### src/rtl/ram2_arbiter.sv
// ram2_arbiter
//
// Shares the single RAM2 SRAM port between the instruction-fetch (IF) stage
// and the execute/memory (EXE) stage. Each requester holds a level request
// and receives a one-cycle done pulse. One transaction at a time is
// forwarded to the RAM2 controller over a req/ack handshake.
//
// Optional feature macro: RAM2_ARB_FAIR_EN
//   defined   - IF is forced through after MAX_EXE_BURST consecutive EXE
//               grants that happened while IF was waiting.
//   undefined - strict EXE priority; IF may starve under continuous EXE load.
//
// Ports
//   clk, rst                       clock, synchronous active-high reset
//   if_req, if_addr                IF read request (level) and address
//   if_rdata, if_done, stall_if    IF read data, done pulse, stall
//   exe_req, exe_we, exe_addr,     EXE request (level), write enable,
//   exe_wdata                      address and write data
//   exe_rdata, exe_done, stall_exe EXE read data, done pulse, stall
//   mem_req, mem_we, mem_addr,     request to the RAM2 controller, held
//   mem_wdata                      until mem_ack
//   mem_ack, mem_rdata             controller completion and read data
//   owner                          current grant: 00 idle, 01 IF, 10 EXE

module ram2_arbiter #(
    parameter int ADDR_W        = 18,
    parameter int DATA_W        = 16,
    parameter int MAX_EXE_BURST = 4
) (
    input  logic              clk,
    input  logic              rst,
    input  logic              if_req,
    input  logic [ADDR_W-1:0] if_addr,
    output logic [DATA_W-1:0] if_rdata,
    output logic              if_done,
    output logic              stall_if,
    input  logic              exe_req,
    input  logic              exe_we,
    input  logic [ADDR_W-1:0] exe_addr,
    input  logic [DATA_W-1:0] exe_wdata,
    output logic [DATA_W-1:0] exe_rdata,
    output logic              exe_done,
    output logic              stall_exe,
    output logic              mem_req,
    output logic              mem_we,
    output logic [ADDR_W-1:0] mem_addr,
    output logic [DATA_W-1:0] mem_wdata,
    input  logic              mem_ack,
    input  logic [DATA_W-1:0] mem_rdata,
    output logic [1:0]        owner
);

    if (MAX_EXE_BURST < 1 || MAX_EXE_BURST > 15) begin : g_bad_burst
        $error("MAX_EXE_BURST must be in 1..15");
    end

    typedef enum logic [1:0] {
        IDLE     = 2'b00,
        BUSY_IF  = 2'b01,
        BUSY_EXE = 2'b10
    } state_t;

    state_t state;
    state_t state_nxt;
    logic   grant_if;
    logic   grant_exe;
    logic   if_priority;
    logic   done_cycle;

    // In the done cycle the request levels still belong to the transaction
    // that just finished; a request only counts as new from the next cycle.
    assign done_cycle = if_done | exe_done;

`ifdef RAM2_ARB_FAIR_EN
    logic [3:0] burst_cnt;

    assign if_priority = (burst_cnt >= 4'(MAX_EXE_BURST));

    // Counts EXE grants that overtook a waiting IF; saturates at 15.
    always_ff @(posedge clk) begin
        if (rst) begin
            burst_cnt <= 4'd0;
        end else if (grant_if) begin
            burst_cnt <= 4'd0;
        end else if (grant_exe) begin
            if (!if_req)
                burst_cnt <= 4'd0;
            else if (burst_cnt != 4'hF)
                burst_cnt <= burst_cnt + 4'd1;
        end
    end
`else
    assign if_priority = 1'b0;
`endif

    // State register
    always_ff @(posedge clk) begin
        if (rst)
            state <= IDLE;
        else
            state <= state_nxt;
    end

    // Next-state and grant decision
    always_comb begin
        grant_if  = 1'b0;
        grant_exe = 1'b0;
        state_nxt = state;
        case (state)
            IDLE: begin
                if (!done_cycle) begin
                    if (exe_req && !(if_req && if_priority)) begin
                        grant_exe = 1'b1;
                        state_nxt = BUSY_EXE;
                    end else if (if_req) begin
                        grant_if  = 1'b1;
                        state_nxt = BUSY_IF;
                    end
                end
            end
            BUSY_IF, BUSY_EXE: begin
                if (mem_ack)
                    state_nxt = IDLE;
            end
            default: state_nxt = IDLE;
        endcase
    end

    // Registered memory command, done pulses and read-data capture
    always_ff @(posedge clk) begin
        if (rst) begin
            mem_we    <= 1'b0;
            mem_addr  <= '0;
            mem_wdata <= '0;
            if_done   <= 1'b0;
            exe_done  <= 1'b0;
            if_rdata  <= '0;
            exe_rdata <= '0;
        end else begin
            if_done  <= (state == BUSY_IF)  && mem_ack;
            exe_done <= (state == BUSY_EXE) && mem_ack;
            if (grant_exe) begin
                mem_we    <= exe_we;
                mem_addr  <= exe_addr;
                mem_wdata <= exe_wdata;
            end else if (grant_if) begin
                mem_we    <= 1'b0;
                mem_addr  <= if_addr;
            end
            if (state == BUSY_IF && mem_ack)
                if_rdata <= mem_rdata;
            if (state == BUSY_EXE && mem_ack && !mem_we)
                exe_rdata <= mem_rdata;
        end
    end

    // Outputs derived from state
    always_comb begin
        mem_req   = (state != IDLE);
        stall_if  = if_req & ~if_done;
        stall_exe = exe_req & ~exe_done;
        case (state)
            BUSY_IF:  owner = 2'b01;
            BUSY_EXE: owner = 2'b10;
            default:  owner = 2'b00;
        endcase
    end

endmodule

### config.mk
export PLATFORM = sky130hd
export DESIGN_NAME = ram2_arbiter
export DESIGN_NICKNAME = d
export VERILOG_FILES = /design/src/rtl/ram2_arbiter.sv
export SDC_FILE = /design/constraint.sdc
export NUM_CORES = 1
export LEC_CHECK = 0
export ABC_AREA = 1
export CAP_MARGIN = 20
export CORE_ASPECT_RATIO = 0.5
export CORE_MARGIN = 2
export CORE_UTILIZATION = 44
export DETAILED_ROUTE_END_ITERATION = 8
export MAX_ROUTING_LAYER = met4
export PLACE_DENSITY_LB_ADDON = 0.2
export SYNTH_ARGS = -nofsm -noshare
export SYNTH_HDL_FRONTEND = slang
export SYNTH_SLANG_ARGS = --single-unit
### constraint.sdc
create_clock -name clk -period 2.7 [get_ports clk]
set_clock_uncertainty 0.1 [all_clocks]
set_input_delay 0.54 -clock clk [delete_from_list [all_inputs] [get_ports clk]]
set_output_delay 0.54 -clock clk [all_outputs]
set_load 0.005 [all_outputs]
; ---- Word-level counts from Yosys, hierarchy flattened
; Index checks and enable logic that the tools add are counted.
[totals]
reg_bits = 71
inputBits = 74
output_inout_bits = 74
[classes]
n_eq_ne = 5
n_mux = 17
n_bitwise = 5
reduce_logical = 9
[op_table]
columns = cell, count
row1 = 18-bit 2-to-1 mux, 2
row2 = 1-bit 2-to-1 mux, 9
row3 = 2-bit 2-to-1 mux, 4
row4 = 2-bit case mux with 2 select lines, 2
row5 = "2-bit != test, second input constant", 2
row6 = 2-bit nonzero test, 2
row7 = 1-bit logical AND, 3
row8 = "3-bit != test, second input constant", 1
row9 = 3-bit AND reduction, 1
row10 = 1-bit bitwise AND, 2
row11 = "2-bit by 1-bit == test with 1-bit output, second input constant", 1
row12 = "2-bit == test, second input constant", 1
row13 = 2-bit zero test, 1
row14 = 1-bit NOT, 2
row15 = 2-bit OR reduction, 1
row16 = 1-bit zero test, 1
row17 = 1-bit OR, 1

; ---- Longest topological paths before layout
; Gate-level depths: netlist (run 1).
[logic_depth]
ltp_word = 6
ltp_mapped = 10
ltp_nobuf = 9

; ---- Least setup slack after synthesis (run 1)
; OpenSTA, ideal clock, no wires.
[synth_timing]
path_type = flip-flop to flip-flop
startpoint = register state[0]
endpoint = register mem_addr[10]
arrival_ns = 1.305
t_required_ns = 2.489
path_slack_ns = 1.183
path_stages_with_launch = 11
period_less_slack_ns = 1.517
path_cell_list = dfxtp_1 -> inv_1 -> ha_1 -> nand2_2 -> inv_4 -> nand2_4 -> inv_4 -> nor2_8 -> buf_6 -> nor2_1 -> nor2_1
[synth_via]
elab_chain_len = 3
word_cells_on_any_way = 5
classes_between = mux (3) / reduce/logical (2)
[synth_lines]
columns = element, line_no
row1 = start: declaration, 63  ; state_t state;
row2 = start signal: assignment, 101  ; state <= state_nxt;
row3 = 2-bit zero test *, 109  ; case (state)
row4 = 1-bit 2-to-1 mux, 109
row5 = 18-bit 2-to-1 mux or 2-bit nonzero test (tied branches), -
row6 = end signal: assignment, 144  ; mem_addr <= exe_addr;
row7 = end signal: assignment, 148  ; mem_addr <= if_addr;
row8 = end: declaration, 46  ; output logic [ADDR_W-1:0] mem_addr,
; Every way passes the cells marked *; elsewhere a longest branch is shown, timed or not.
; A chain may end at the register's enable or synchronous reset.

; ---- Worst setup path in the final report (run 1)
[layout_timing]
startpoint = input port exe_req
endpoint = output port stall_exe
[layout_via]
elab_chain_len = 1
[layout_lines]
columns = element, line_no
row1 = start: declaration, 37  ; input logic exe_req,
row2 = 1-bit bitwise AND, 161  ; stall_exe = exe_req & ~exe_done;
row3 = end: declaration, 43  ; output logic stall_exe,
; No other way between the ends.

==> qor.txt, run 1 <==
Run status -> completed
Antenna diodes -> 0
Final Wtd Congestion -> 0.7999
Leak -> 2.124 nW
Placed Cells -> 659
CTS tree -> done
R2R depth -> 10
Total core area -> 6700 sq um
Synth async-reset ratio -> 0%
Tcrit/Tclk final -> 88.27%
Largest net degree at the start of global routing -> 49
# port buffers -> 147
RSZ-0062 raised after global routing -> no
Synth top cells by count -> nor2_1, dfxtp_1, nand2_1
Ys Warns -> 0
Crit-path cells -> clkdlybuf4s50_1, inv_2, nor2_1, clkdlybuf4s50_1
Cts bufs inserted -> 9
Crit. End Element -> output pin
Post-synth top flop -> dfxtp_1
Achievable frequency -> 0.4196 GHz
Clock transition at the registers of the reported paths -> 50 ps
Tmin final -> 2383 ps
Setup crit start kind -> primary input
Slew HR -> 64.01%
Clock Sinks -> 71
Most frequent cell after synthesis -> nor2_1
Total GRT Usage -> 23.29%
# nets final -> 658
Hold buffers post-CTS -> 0
Max-slew violations -> 0
Final count of hold timing violations -> 0
P per Cell Area -> 902.5 nW/um^2
Syn avg cell area -> 7.011 sq um
Critical path's slowest cell -> clkdlybuf4s50_1
Buffers plus inverters on the worst setup path -> 3
Root Buffer -> clkbuf_16
Setup TNS -> 0 ps
Crit path depth -> 4
H-Tree Depth -> 3
Drt first pass iters -> 4
Synth cell types -> 21
Detailed-route via count -> 3125
Max Fanout on Critical Path -> 4
Post-Syn Instances -> 436
Total Die Area -> 7670 sq um
Vias per cell -> 4.630
Worst Hold Class -> flop to flop
Die X -> 121.9 microns
Cell mode on critical path -> clkdlybuf4s50_1
Reg2Reg Setup Slack -> 780 ps
Post-Route WL -> 8220 microns
Post-synth net total -> 516
Least-Margin Pin Slew -> 539.2 ps
Post-synth top area share -> 46.50%
Die height -> 62.94 microns
DRT iter0 DRCs -> 231
Vias in the first global route -> 2919
Share of cells above drive strength 1 -> 5.317%
Area delta synth->final -> 59.07%
Register area share after synthesis -> 46.50%
Max stage delay on crit path -> 540 ps
Worst-Skew Late Latency -> 330 ps
Drt drc -> 0
# setup viols final -> 0
PostCTS Resize Cnt -> 0
Largest delay share family, worst path -> buffers and inverters
Dpl hpwl -> 5628 microns
Total of max-cap violations -> 0
Crit path kind -> primary input to output pin
Data arrival, critical path -> 1740 ps
Hold Crit Depth -> 2
Initial Utilization -> 45.62%
Maximum VDD drop -> 0.5691 mV
Global-route wire length before repair -> 13590 microns
Grt ovf -> 0
Overall power -> 4.388 mW
Netlist Area Pre-Place -> 3057 sq um
Final std cells w/o fill -> 675
CTS max path bufs -> 2
Post-synth EDFFs -> 0
Io pins -> 148
Yosys reg bits -> 71
CP required -> 2060 ps
Initial antenna violation count -> 0
Leading area contributor after synthesis -> dfxtp_1
Fillers -> 581
Post-DR wirelength/cell -> 12.18 microns
Area contributors post-synth -> dfxtp_1, nor2_1, nand2_1
Post-route ant nets -> 0
Setup bufs post-CTS -> 0
Std cell rows -> 21
metal layers:
layer | part of all wire, % | GRT usage (%) | vias to the layer above
li1 | - | - | 1647
met1 | 44 | 25.48 | 1370
met2 | 47 | 39.25 | 96
met3 | 7.3 | 8.394 | 12
met4 | 1.0 | 8.333 | 0
met5 | 0 | - | -
worst register-to-register path: cells and delay by family, from the launching register on:
family / cells / cell delay (ps)
buffers and inverters: 3 / 590
AND/OR/NAND/NOR: 6 / 560
flip-flops: 1 / 330
adder cells (fa/ha/maj): 1 / 240
registers in the layout (all words and copies together), names as in the netlist:
| register | flops |
|---|---|
| exe_rdata | 16 |
| exe_done | 1 |
| state | 2 |
| mem_addr | 18 |
| mem_wdata | 16 |
| if_done | 1 |
| if_rdata | 16 |
| mem_we | 1 |
power breakdown:
part	leakage [nW]	switching, mW	internal [mW]	total (mW)
logic	1.40	0.879	0.924	1.80
clock network	0.139	0.437	0.673	1.11
registers	0.583	0.148	1.33	1.48
total	2.12	1.46	2.92	4.39
layout by cell type (no fill, tap or decap), drive strengths merged:
master	synthesis	final
a21oi	1	1
buf	15	6
clkbuf	7	12
clkdlybuf4s50	0	147
clkinv	0	3
clkinvlp	0	1
dfxtp	71	71
ha	6	6
inv	34	34
nand2	69	69
nand3	40	40
nand4	2	2
nor2	143	143
o21ai	48	48
area by class of cell:
| type | count | area, sq um | area share (%) |
|---|---|---|---|
| flip-flops and latches | 71 | 1421 | 29.23 |
| inverters | 34 | 132.6 | 2.728 |
| repair buffers | 153 | 1529 | 31.45 |
| well taps | 92 | 115.1 | 2.367 |
| clock buffers | 12 | 256.5 | 5.275 |
| clock inverters | 4 | 30.03 | 0.6176 |
| multi-input cells | 309 | 1378 | 28.33 |
logic make-up (layout without fill, tap and decap cells):
logic type               Yosys count  in the layout  synth area share [%]
AND/OR/NAND/NOR                  254            254                 34.59
flip-flops                        71             71                 46.50
buffers and inverters             56            203                 8.432
AO/OA/AOI/OAI                     49             49                 8.023
adder cells (fa/ha/maj)            6              6                 2.456
per-stage QoR:
step / hold WS, ps / setup slack [ps] / instance area [sq um] / util [%]
2_1_floorplan: 378.6 / 1183 / 3057 / -
3_3_place_gp: 361.9 / 330.1 / 4576 / 68.29
3_5_place_dp: 370.1 / 315.7 / 4576 / 68.29
4_1_cts: 383.8 / 312.6 / 4862 / 72.57
5_1_grt: 404.3 / 253.8 / 4862 / 72.57
6_report: 379.6 / 316.7 / 4862 / 72.57
final timing paths:
path / startpoint / end
worst max-delay path: exe_req / stall_exe
worst min-delay path: mem_wdata[1] / mem_wdata[1]
worst max register to register: state[0] / mem_addr[14]
worst min register to register: mem_wdata[1] / mem_wdata[1]
Power figures use the tool's default switching activity.
==> inputs of run 2 (changes only) <==
ABC_AREA = 0   (was 1)
CORE_UTILIZATION = 42   (was 44)
REMOVE_ABC_BUFFERS = 1   (was unset)
==> qor.txt, run 2 <==
Run status -> completed
Commonest non-fill, non-tap cell in the layout -> clkdlybuf4s50_1
Hold Crit Depth -> 2
Setup crit start kind -> primary input
Synth top cells by count -> nand2_1, dfxtp_1, a21oi_1
Max Fanout on Critical Path -> 6
Io pins -> 148
Least-Margin Pin Slew -> 647.5 ps
Tmin final -> 2428 ps
Post-DR wirelength/cell -> 12.54 microns
# port buffers -> 147
Dpl hpwl -> 5086 microns
Grt ovf -> 0
Post-synth top area share -> 50.20%
Yosys reg bits -> 71
Max-slew violations -> 0
DRT iter0 DRCs -> 157
Post-synth top flop -> dfxtp_1
Crit path kind -> primary input to output pin
Post-route ant nets -> 0
Worst Hold Class -> flop to flop
Total of max-cap violations -> 0
Data arrival, critical path -> 1790 ps
Std cell rows -> 21
Die X -> 120.1 microns
Clock Sinks -> 71
Leak -> 1.731 nW
Post-Route WL -> 7321 microns
Reg2Reg Setup Slack -> 830 ps
Ys Warns -> 0
CP required -> 2060 ps
Register area share after synthesis -> 50.20%
Maximum VDD drop -> 0.4155 mV
Most frequent cells in the layout -> clkdlybuf4s50_1, nand2_1, dfxtp_1
Total core area -> 6595 sq um
Die height -> 62.06 microns
Largest reg by FF count -> mem_addr
Vias per cell -> 4.695
Slew HR -> 56.73%
Tcrit/Tclk final -> 89.94%
Cts bufs inserted -> 9
Initial antenna violation count -> 0
Final Wtd Congestion -> 0.7313
Total Die Area -> 7454 sq um
Drt drc -> 0
Synth cell types -> 25
Critical path's slowest cell -> clkdlybuf4s50_1
Initial Utilization -> 42.93%
H-Tree Depth -> 3
Crit. End Element -> output pin
Largest delay share family, worst path -> buffers and inverters
Share of cells above drive strength 1 -> 7.927%
CTS tree -> done
Global-route wire length before repair -> 11290 microns
Detailed-route via count -> 2742
Buffers plus inverters on the worst setup path -> 2
P per Cell Area -> 706.1 nW/um^2
Worst-Skew Late Latency -> 320 ps
Overall power -> 3.333 mW
Post-synth EDFFs -> 0
Largest net degree at the start of global routing -> 36
Max FFs per register -> 18
R2R depth -> 7
Reg-to-Reg Start -> state[0]
# setup viols final -> 0
Netlist Area Pre-Place -> 2831 sq um
Min-Delay Endpoint -> if_rdata[0]
Achievable frequency -> 0.4118 GHz
Fillers -> 548
# nets final -> 568
Antenna diodes -> 0
Area delta synth->final -> 66.68%
Vias in the first global route -> 2403
Total GRT Usage -> 20.24%
Hold buffers post-CTS -> 0
Clock transition at the registers of the reported paths -> 60 ps
Area contributors post-synth -> dfxtp_1, nand2_1, a21oi_1
PostCTS Resize Cnt -> 0
Post-Syn Instances -> 346
Root Buffer -> clkbuf_16
Cell mode on critical path -> clkdlybuf4s50_1
Max stage delay on crit path -> 570 ps
RSZ-0062 raised after global routing -> no
Drt first pass iters -> 4
Most frequent cell after synthesis -> nand2_1
Setup TNS -> 0 ps
Hold_sp -> if_rdata[0]
Synth async-reset ratio -> 0%
Leading area contributor after synthesis -> dfxtp_1
Syn avg cell area -> 8.183 sq um
Final count of hold timing violations -> 0
Setup bufs post-CTS -> 0
CTS max path bufs -> 2
R2R Path End -> mem_addr[13]
Crit-path cells -> clkdlybuf4s50_1, nor2b_1, clkdlybuf4s50_1
-- run 2: cell types whose count changed after synthesis, moves of 2 or more --
cell	previous run	this run
clkbuf_1	7	13
inv_1	31	3
inv_4	2	0
a21oi_1	1	50
a311oi_2	0	12
nand4_1	2	0
nand3_1	39	1
a311oi_1	0	6
nand2_1	67	135
nor2_1	140	24
or4_1	0	2
buf_2	10	6
nor2b_1	0	3
o21ai_0	48	1
-- run 2: worst max path at each step --
stage / start / endpoint / cells after the start
finish: exe_req / stall_exe / 3
global route: exe_req / stall_exe / 3
CTS: exe_req / stall_exe / 3
detailed placement: exe_req / stall_exe / 3
global placement: exe_req / stall_exe / 3
floorplan: state[1] / mem_addr[10] / 6
-- run 2: layout make-up --
class,instances,area (sq um),share of cell area [%]
Clock inverter,5,106.4,2.253
Tap cell,92,115.1,2.439
Sequential cell,71,1421,30.12
Timing Repair Buffer,154,1544,32.71
Inverter,3,11.26,0.2386
Clock buffer,10,239.0,5.064
Multi-Input combinational cell,249,1282,27.17
-- run 2: logic make-up after synthesis --
family	count (synthesis)	share of synthesized area [%]
flops	71	50.20
buf+inv	26	4.507
simple gates	171	24.17
fa+ha+maj	6	2.651
compound gates	72	18.47
-- run 2: routing by layer --
layer	share of wire, %	GRT usage [%]	up-vias
met1	43	23.02	1235
met5	0	-	-
met3	6.4	7.573	4
met2	50	34.42	79
met4	0.44	5.882	0
li1	-	-	1424
-- run 2: where the power goes --
group          leakage, nW  switching [mW]  internal (mW)
registers            0.580          0.0538           1.16
logic                0.986           0.347          0.431
clock network        0.165           0.422          0.923
total                 1.73           0.823           2.51
-- run 2: stage by stage --
step                instance area (sq um)  util (%)  std cells  worst slack [ps]  hold WS, ps
finish                               4720     71.56        584             271.7        351.1
global route                         4720     71.56        584             212.4        368.0
CTS                                  4720     71.56        584             269.3        352.7
detailed placement                   4374     66.33        569             274.2        345.3
global placement                     4374     66.33        569             300.4        340.8
floorplan                            2715         -        323             759.8        346.7
-- run 2: worst reg2reg max path, delay by kind of cell, from the launching register on --
| kind | cells | cell delay, ps |
|---|---|---|
| buf+inv | 2 | 360 |
| flops | 1 | 340 |
| fa+ha+maj | 1 | 200 |
| compound gates | 2 | 560 |
| simple gates | 2 | 230 |
